File: config.mk
export PLATFORM = sky130hd
export DESIGN_NAME = sauto_turn_sequencer_flat
export DESIGN_NICKNAME = d
export VERILOG_FILES = /design/src/rtl/sauto_turn_sequencer_if.sv /design/src/rtl/sauto_turn_sequencer.sv /design/src/flat_wrapper.sv
export SDC_FILE = /design/constraint.sdc
export NUM_CORES = 1
export LEC_CHECK = 0
export ABC_AREA = 1
export CAP_MARGIN = 20
export CORE_MARGIN = 5
export CORE_UTILIZATION = 41
export CTS_BUF_LIST = sky130_fd_sc_hd__clkbuf_16
export DETAILED_ROUTE_END_ITERATION = 6
export SLEW_MARGIN = 5
export SYNTH_ARGS = -nofsm -noshare
export SYNTH_HDL_FRONTEND = slang
export SYNTH_SLANG_ARGS = --single-unit
File: constraint.sdc
create_clock -name sys_clk -period 5 [get_ports sys_clk]
set_input_delay 1 -clock sys_clk [delete_from_list [all_inputs] [get_ports sys_clk]]
set_output_delay 1 -clock sys_clk [all_outputs]
set_load 0.02 [all_outputs]
File: src/rtl/sauto_turn_sequencer_if.sv
// Handshake bundle for the semi-auto turn sequencer:
// requests and sensor level in, motor commands and status out.
interface sauto_turn_sequencer_if;
    logic start;
    logic dir_left;
    logic dir_right;
    logic abort;
    logic front_detector;
    logic turn_left;
    logic turn_right;
    logic move_forward;
    logic busy;
    logic finish;
    logic blocked;
    logic dir_error;

    modport master (
        output start, dir_left, dir_right, abort, front_detector,
        input  turn_left, turn_right, move_forward,
        input  busy, finish, blocked, dir_error
    );

    modport slave (
        input  start, dir_left, dir_right, abort, front_detector,
        output turn_left, turn_right, move_forward,
        output busy, finish, blocked, dir_error
    );
endinterface

File: src/rtl/sauto_turn_sequencer.sv
// Timed turn executor: turn, all-stop settle, forward clear, finish pulse.
// All motor commands are registered and derived from the next state.
module sauto_turn_sequencer #(
    parameter int CLK_PER_MS = 100000,
    parameter int TURN_MS    = 900,
    parameter int SETTLE_MS  = 100,
    parameter int CLEAR_MS   = 400
) (
    input  logic                  sys_clk,
    input  logic                  rst,
    sauto_turn_sequencer_if.slave io
);
    localparam int MS_MAX = (TURN_MS > SETTLE_MS)
                          ? ((TURN_MS > CLEAR_MS) ? TURN_MS : CLEAR_MS)
                          : ((SETTLE_MS > CLEAR_MS) ? SETTLE_MS : CLEAR_MS);
    localparam int PW = (CLK_PER_MS > 1) ? $clog2(CLK_PER_MS) : 1;
    localparam int MW = (MS_MAX > 0) ? $clog2(MS_MAX + 1) : 1;

    typedef enum logic [2:0] {
        IDLE, TURN, SETTLE, CLEAR, DONE
    } state_t;

    state_t        state_q, state_d;
    logic [PW-1:0] presc_q, presc_d;
    logic [MW-1:0] ms_q, ms_d;
    logic          left_q, left_d;
    logic          blocked_q, blocked_d;
    logic          dir_error_q, dir_error_d;
    logic          turn_left_q, turn_left_d;
    logic          turn_right_q, turn_right_d;
    logic          move_forward_q, move_forward_d;
    logic          busy_q, busy_d;
    logic          finish_q, finish_d;
    logic          tick;

    assign tick = (presc_q == PW'(CLK_PER_MS - 1));

    always_comb begin
        state_d     = state_q;
        left_d      = left_q;
        blocked_d   = blocked_q;
        dir_error_d = 1'b0;

        unique case (state_q)
            IDLE: begin
                if (io.start && !io.abort) begin
                    if (io.dir_left ^ io.dir_right) begin
                        state_d   = TURN;
                        left_d    = io.dir_left;
                        blocked_d = 1'b0;
                    end else begin
                        dir_error_d = 1'b1;
                    end
                end
            end
            TURN: begin
                if (tick && ms_q == MW'(TURN_MS - 1))
                    state_d = (SETTLE_MS == 0) ? CLEAR : SETTLE;
            end
            SETTLE: begin
                if (tick && ms_q == MW'(SETTLE_MS - 1))
                    state_d = CLEAR;
            end
            CLEAR: begin
                if (io.front_detector) begin
                    state_d   = DONE;
                    blocked_d = 1'b1;
                end else if (tick && ms_q == MW'(CLEAR_MS - 1)) begin
                    state_d = DONE;
                end
            end
            DONE:    state_d = IDLE;
            default: state_d = IDLE;
        endcase

        // abort outranks both the ms tick and the obstacle sensor
        if (io.abort && state_q != IDLE) begin
            state_d   = IDLE;
            blocked_d = blocked_q;
        end

        if (state_d != state_q || state_q == IDLE) begin
            presc_d = '0;
            ms_d    = '0;
        end else if (tick) begin
            presc_d = '0;
            ms_d    = ms_q + MW'(1);
        end else begin
            presc_d = presc_q + PW'(1);
            ms_d    = ms_q;
        end

        turn_left_d    = (state_d == TURN) && left_d;
        turn_right_d   = (state_d == TURN) && !left_d;
        move_forward_d = (state_d == CLEAR);
        busy_d         = (state_d != IDLE);
        finish_d       = (state_d == DONE);
    end

    always_ff @(posedge sys_clk or posedge rst) begin
        if (rst) begin
            state_q        <= IDLE;
            presc_q        <= '0;
            ms_q           <= '0;
            left_q         <= 1'b0;
            blocked_q      <= 1'b0;
            dir_error_q    <= 1'b0;
            turn_left_q    <= 1'b0;
            turn_right_q   <= 1'b0;
            move_forward_q <= 1'b0;
            busy_q         <= 1'b0;
            finish_q       <= 1'b0;
        end else begin
            state_q        <= state_d;
            presc_q        <= presc_d;
            ms_q           <= ms_d;
            left_q         <= left_d;
            blocked_q      <= blocked_d;
            dir_error_q    <= dir_error_d;
            turn_left_q    <= turn_left_d;
            turn_right_q   <= turn_right_d;
            move_forward_q <= move_forward_d;
            busy_q         <= busy_d;
            finish_q       <= finish_d;
        end
    end

    assign io.turn_left    = turn_left_q;
    assign io.turn_right   = turn_right_q;
    assign io.move_forward = move_forward_q;
    assign io.busy         = busy_q;
    assign io.finish       = finish_q;
    assign io.blocked      = blocked_q;
    assign io.dir_error    = dir_error_q;
endmodule

File: src/flat_wrapper.sv
// flat-port wrapper written by rule: the top's interface ports become plain ports
module sauto_turn_sequencer_flat 
#(
    parameter int CLK_PER_MS = 100000,
    parameter int TURN_MS    = 900,
    parameter int SETTLE_MS  = 100,
    parameter int CLEAR_MS   = 400
)
  (sys_clk, rst, io_start, io_dir_left, io_dir_right, io_abort, io_front_detector, io_turn_left, io_turn_right, io_move_forward, io_busy, io_finish, io_blocked, io_dir_error);
  sauto_turn_sequencer_if io_i ();
  input  logic sys_clk;
  input  logic rst;
  input wire logic [$bits(io_i.start)-1:0] io_start;
  input wire logic [$bits(io_i.dir_left)-1:0] io_dir_left;
  input wire logic [$bits(io_i.dir_right)-1:0] io_dir_right;
  input wire logic [$bits(io_i.abort)-1:0] io_abort;
  input wire logic [$bits(io_i.front_detector)-1:0] io_front_detector;
  output wire logic [$bits(io_i.turn_left)-1:0] io_turn_left;
  output wire logic [$bits(io_i.turn_right)-1:0] io_turn_right;
  output wire logic [$bits(io_i.move_forward)-1:0] io_move_forward;
  output wire logic [$bits(io_i.busy)-1:0] io_busy;
  output wire logic [$bits(io_i.finish)-1:0] io_finish;
  output wire logic [$bits(io_i.blocked)-1:0] io_blocked;
  output wire logic [$bits(io_i.dir_error)-1:0] io_dir_error;
  assign io_i.start = io_start;
  assign io_i.dir_left = io_dir_left;
  assign io_i.dir_right = io_dir_right;
  assign io_i.abort = io_abort;
  assign io_i.front_detector = io_front_detector;
  assign io_turn_left = io_i.turn_left;
  assign io_turn_right = io_i.turn_right;
  assign io_move_forward = io_i.move_forward;
  assign io_busy = io_i.busy;
  assign io_finish = io_i.finish;
  assign io_blocked = io_i.blocked;
  assign io_dir_error = io_i.dir_error;
  sauto_turn_sequencer #(.CLK_PER_MS(CLK_PER_MS), .TURN_MS(TURN_MS), .SETTLE_MS(SETTLE_MS), .CLEAR_MS(CLEAR_MS)) u_core (.sys_clk(sys_clk), .rst(rst), .io(io_i));
endmodule
## Word-level counts from Yosys, hierarchy flattened

Cells that the tools add are included.

- Bits in registers: 38
- Bits in latches: 0
- RAM bits: 0
- Memory bits (read-only): 0
- Bits of input ports: 7
- Output and inout port bits: 7
- Word-level logic and storage cells: 67
- Memories: 0

- $add $sub $neg: 2
- $mul: 0
- Div/mod/pow operators: 0
- Order comparisons: 0
- Equal/unequal tests: 14
- Shift operators: 0
- Multiplexer cells: 22
- Bitwise operators: 2
- Reductions and logical operators: 16

Operator list:

| cell | count |
|---|---|
| two-way mux 17 bit | 2 |
| two-way mux 3 bit | 7 |
| two-way mux 10 bit | 2 |
| adder 17 x 1 -> 17 bit (second input constant) | 1 |
| equality test 17 bit (second input constant) | 1 |
| case mux 3 bit (4 select lines) | 1 |
| adder 10 x 1 -> 10 bit (second input constant) | 1 |
| equality test 10 bit (second input constant) | 1 |
| equality test 10 x 7 -> 1 bit (second input constant) | 1 |
| equality test 10 x 9 -> 1 bit (second input constant) | 1 |
| equality test 3 x 2 -> 1 bit (second input constant) | 3 |
| two-way mux 1 bit | 9 |
| logical AND 1 bit | 7 |
| equality test 3 x 1 -> 1 bit (second input constant) | 2 |
| nonzero test 3 bit | 2 |
| AND reduction 5 bit | 1 |
| inequality test 2 x 1 -> 1 bit (second input constant) | 2 |
| nonzero test 2 bit | 2 |
| equality test 3 bit (second input constant) | 1 |
| logical NOT 3 bit | 1 |
| inequality test 3 bit | 1 |
| logical NOT 1 bit | 2 |
| inequality test 2 bit (second input constant) | 1 |
| case mux 1 bit (2 select lines) | 1 |
| 3 further kinds | 3 |

## Longest topological paths before layout

- Word-level depth: 9
- Depth in mapped cells: 14
- Gate-level depth less buffers: 13

## Worst setup path before layout

No wires, ideal clock.

- Kind: in2reg
- Start: in io_dir_right
- End: reg u_core.presc_q[11]
- Library setup time: 0.124 ns
- Arrival time: 2.061 ns
- Data required time: 4.876 ns
- Slack: 2.814 ns
- Cell stages on the path: 11
- Buffers on the path: 1
- Cell sequence: xor2_1 > nand2_1 > nor2_1 > nor2_1 > nand3_2 > nand2_2 > nand2_2 > nand2_2 > nand3_4 > buf_12 > nor2_4

- Word-level cells in the longest chain between the ends: 8

Ends and longest elaborated chain:

| what | line | source |
|---|---|---|
| from (decl) | flat_wrapper.sv:15 | `input wire logic [$bits(io_i.dir_right)-1:0] io_dir_right;` |
| XOR 1 bit | sauto_turn_sequencer.sv:47 | `if (io.dir_left ^ io.dir_right) begin` |
| two-way mux 3 bit | sauto_turn_sequencer.sv:47 |  |
| two-way mux 3 bit | sauto_turn_sequencer.sv:46 | `if (io.start && !io.abort) begin` |
| case mux 3 bit (4 select lines) | sauto_turn_sequencer.sv:44 | `unique case (state_q)` |
| two-way mux 3 bit | sauto_turn_sequencer.sv:77 | `if (io.abort && state_q != IDLE) begin` |
| inequality test 3 bit | sauto_turn_sequencer.sv:82 | `if (state_d != state_q \|\| state_q == IDLE) begin` |
| logical OR 1 bit | sauto_turn_sequencer.sv:82 |  |
| two-way mux 17 bit | sauto_turn_sequencer.sv:82 |  |
| net u_core.presc_d[11] | sauto_turn_sequencer.sv:24 | `logic [PW-1:0] presc_q, presc_d;` |
| to (signal assigned) | sauto_turn_sequencer.sv:115 | `presc_q <= presc_d;` |
| to (decl) | sauto_turn_sequencer.sv:24 |  |

The timed path passes the listed nets, and every way through them passes these cells.
A chain may end at the register's enable or synchronous reset.

## Worst setup path after layout

- Start: in io_dir_left
- End: reg u_core.ms_q[3]

- Word-level cells in the longest chain between the ends: 8
- Elaborated cells between the ends (all ways): 9
- Classes of those cells: eq/ne (1); mux (5); bitwise (1); reduce/logical (2)

Ends and longest elaborated chain:

| what | line | source |
|---|---|---|
| from (decl) | flat_wrapper.sv:14 | `input wire logic [$bits(io_i.dir_left)-1:0] io_dir_left;` |
| XOR 1 bit * | sauto_turn_sequencer.sv:47 |  |
| two-way mux 3 bit * | sauto_turn_sequencer.sv:47 |  |
| two-way mux 3 bit * | sauto_turn_sequencer.sv:46 |  |
| case mux 3 bit (4 select lines) * | sauto_turn_sequencer.sv:44 |  |
| two-way mux 3 bit * | sauto_turn_sequencer.sv:77 |  |
| inequality test 3 bit * | sauto_turn_sequencer.sv:82 |  |
| logical OR 1 bit * | sauto_turn_sequencer.sv:82 |  |
| two-way mux 10 bit / nonzero test 2 bit (equally long branches) | -- |  |
| to (signal assigned) | sauto_turn_sequencer.sv:116 | `ms_q <= ms_d;` |
| to (decl) | sauto_turn_sequencer.sv:25 | `logic [MW-1:0] ms_q, ms_d;` |

Every way passes the cells marked *; elsewhere a longest branch is shown, timed or not.

==> run_results.csv <==
group,metric,value,unit
status,outcome,"finished, final reports clean",
drt,dr_total_vias,1725,
clocking,clk_pin_slew,0.06,ns
worst_setup_path,arrival,3.15,ns
synthesis,distinct_cells_synth,32,
final_layout,seqCellArea,951,um^2
drt,overall_routed_net_length,4.31,mm
placement,pre_cts_ws,1.75,ns
timing,period_share,0.592,
timing,timing.final.crit_period,2.96,ns
timing,final.setup.worst_slack,2.04,ns
power,power.share.clock,0.401,
job,cap_violations,0,
synthesis,synth_sequential_area_ratio,0.413,
final_layout,fill_cells,530,
floorplanning,floorplan.die.height,84.9,um
synthesis,postSynthCellCount,270,
grt,track_usage,0.132,
clocking,post_cts.resized_instances,0,
synthesis,syn-num-nets,279,
final_layout,multi_input_combinational_cell_area,1180,um^2
power,power.density,379,nW/um^2
worst_setup_path,setup.worst_path.start_class,"primary input",
synthesis,synth-edff-count,0,
floorplanning,design.portCount,14,
grt,grt_antenna_before_repair,0,
final_layout,largest_reg_flops,17,
power,reported_net_switching_power,0.315,mW
placement,io_buffer_count,13,
drt,detail_route.first_pass.iterations,4,
grt,grt_pass1_vias,1669,
final_layout,area_delta_synth_final,15.8,%
grt,grt.overflow.total,0,
clocking,cts_inserted_buffers,5,
timing,slew_headroom,0.509,
final_layout,top_register_by_number_of_flip_flops,"u_core.presc_q",
grt,grt_max_degree,39,
placement,gp_routability_congestion,0.854,
clocking,htree_num_levels,2,
timing,max_freq,0.338,GHz
timing,report.final.hold_viol_count,0,
final_layout,layout-drive-gt1-share,0.201,
final_layout,num-nets-final,296,
power,power.combinational.fraction,0.252,
clocking,cts.root.buffer_cell,"sky130_fd_sc_hd__clkbuf_16",
floorplanning,placementRows,27,
final_layout,layout.cells.most_common_list,"46 x sky130_fd_sc_hd__nand2_1, 41 x sky130_fd_sc_hd__nor2_1, 38 x sky130_fd_sc_hd__dfrtp_1",
timing,tightestPinTransition,0.736,ns
power,p_seq_frac,0.347,
clocking,cts_max_path_buffers,2,
drt,vias_per_cell,4.79,
worst_setup_path,required_time_of_the_critical_path,5.19,ns
drt,postRouteAntennaNets,0,
drt,drt-initial-drc-count,76,
timing,timing.setup.tns,0,ns
power,vdd_ir_drop_max,0.261,mV
synthesis,syn_avg_cell_area,8.53,um^2
final_layout,largestRegisters,"u_core.presc_q x17, u_core.ms_q x10, u_core.state_q x3",
placement,place.detailed.hpwl,3.09,mm
clocking,clock_insertion_delay_worst_skew,0.28,ns
drt,drt-wirelength-per-cell,12.0,um
worst_setup_path,path_max_fanout,27,
worst_setup_path,critical_path.endpoint_type,"flip-flop",
timing,grt_setup_unrepaired,"no",
drt,drc,0,
timing,setup_violations,0,
clocking,post_cts_hold_buffer_count,0,
power,total_leakage_power,1.05,nW
grt,grt_first_pass_wirelength,7.67,mm
final_layout,antenna_cells_inserted,0,
floorplanning,die_outline_area,7210,um^2
timing,final.setup_skew,0.00507,ns
synthesis,ys_async_sr_fraction,1.00,
floorplanning,fp.dieW,84.9,um
clocking,cts_tree,"yes",
floorplanning,core_box_area,5470,um^2
clocking,cts_setup_buffers,0,
final_layout,layout_commonest_cell,"sky130_fd_sc_hd__nand2_1",
power,power_switching_share,0.311,
worst_setup_path,setup.worst_path.class,"in2reg",
power,cell_internal_pwr,0.697,mW
synthesis,ys.warnings.count,0,
timing,report.final.slew_viol_count,0,
clocking,cts_num_sinks,38,
floorplanning,initial_core_util,0.421,
synthesis,register_bit_total_from_synthesis,38,
synthesis,ys_dominant_reg_cell,"sky130_fd_sc_hd__dfrtp_1",
synthesis,mappedNetlistArea,2300,um^2
hold_path,worst_hold_path_type,"reg2reg",
[final timing paths]
check	start	depth (start not counted)	slack, ns	end
worst max-delay path	io_dir_left	10	2.04	u_core.ms_q[3]
worst min-delay path	u_core.io.blocked	2	0.55	u_core.io.blocked
worst max register to register	u_core.presc_q[0]	13	2.51	u_core.ms_q[3]
worst min register to register	u_core.io.blocked	2	0.55	u_core.io.blocked
max in group asynchronous	rst	3	3.53	u_core.presc_q[0]
min in group asynchronous	rst	3	1.14	u_core.presc_q[14]
[metrics by stage]
| step | instance area, um^2 | std cells | utilization | hold slack, ns | power, mW |
|---|---|---|---|---|---|
| 3_5_place_dp | 2480 | 352 | 0.453 | 0.541 | 0.616 |
| 3_3_place_gp | 2480 | 352 | 0.453 | 0.555 | 0.616 |
| 6_report | 2670 | 360 | 0.487 | 0.549 | 1.01 |
| 5_1_grt | 2670 | 360 | 0.487 | 0.567 | 1.06 |
| 4_1_cts | 2670 | 360 | 0.487 | 0.559 | 1.03 |
| 2_1_floorplan | 2300 | 270 | - | 0.541 | 0.580 |
[Yosys cell counts (2+ instances only)]
master | n | area share
sky130_fd_sc_hd__nor3_1 | 11 | 0.024
sky130_fd_sc_hd__nor2_1 | 41 | 0.067
sky130_fd_sc_hd__buf_12 | 2 | 0.017
sky130_fd_sc_hd__xnor2_1 | 3 | 0.011
sky130_fd_sc_hd__dfrtp_1 | 38 | 0.41
sky130_fd_sc_hd__ha_1 | 2 | 0.011
sky130_fd_sc_hd__nand4_1 | 9 | 0.024
sky130_fd_sc_hd__inv_2 | 5 | 0.0082
sky130_fd_sc_hd__inv_1 | 25 | 0.041
sky130_fd_sc_hd__nand2_1 | 46 | 0.075
sky130_fd_sc_hd__or2_2 | 2 | 0.0054
sky130_fd_sc_hd__nand3_1 | 17 | 0.037
sky130_fd_sc_hd__nand2_2 | 8 | 0.022
sky130_fd_sc_hd__nand3_2 | 5 | 0.022
sky130_fd_sc_hd__xor2_1 | 11 | 0.042
sky130_fd_sc_hd__nor2_4 | 22 | 0.11
sky130_fd_sc_hd__o21ai_0 | 7 | 0.015
sky130_fd_sc_hd__nor4_1 | 2 | 0.0054
[cells by family after synthesis]
| kind of cell | Yosys count | synth area share |
|---|---|---|
| DFF | 38 | 0.413 |
| AOI/OAI and AO/OA | 11 | 0.0299 |
| xor gates and xnor gates | 14 | 0.0533 |
| buffers and inverters | 36 | 0.0755 |
| adders and majority gates | 2 | 0.0109 |
| and+or+nand+nor | 169 | 0.417 |
[worst max-delay path: stages]
cell and delay [ns]:
sky130_fd_sc_hd__clkdlybuf4s50_1 0.50, sky130_fd_sc_hd__xor2_1 0.19, sky130_fd_sc_hd__nand2_1 0.09, sky130_fd_sc_hd__nor2_1 0.21, sky130_fd_sc_hd__nor2_1 0.10, sky130_fd_sc_hd__nand3_2 0.08, sky130_fd_sc_hd__nand3_1 0.08, sky130_fd_sc_hd__nand2_2 0.09
sky130_fd_sc_hd__nand3_4 0.51, sky130_fd_sc_hd__nor2_1 0.26
[final cells by class]
type                       count  area share
multi-input combinational    196       0.442
sequential                    38       0.357
timing repair buffer          14      0.0516
clock buffer                   5      0.0469
inverter                      32      0.0455
tap                           72      0.0338
clock inverter                 3      0.0239
[power groups by stage]
stage / Clock (mW) / Sequential [mW] / Combinational [mW]
4_1_cts: 0.415 / 0.351 / 0.260
3_3_place_gp: 0 / 0.357 / 0.259
2_1_floorplan: 0 / 0.373 / 0.207
3_5_place_dp: 0 / 0.357 / 0.259
6_report: 0.406 / 0.351 / 0.255
5_1_grt: 0.429 / 0.354 / 0.276
[per-layer routing]
metal  share of wire  up-vias  GRT usage
met1            0.50      792      0.170
met2            0.45       26      0.213
met3           0.033        9     0.0311
met5               0        -          0
met4           0.017        0     0.0518
li1                -      898          -
Note: power is estimated with default switching activity, not from simulation.
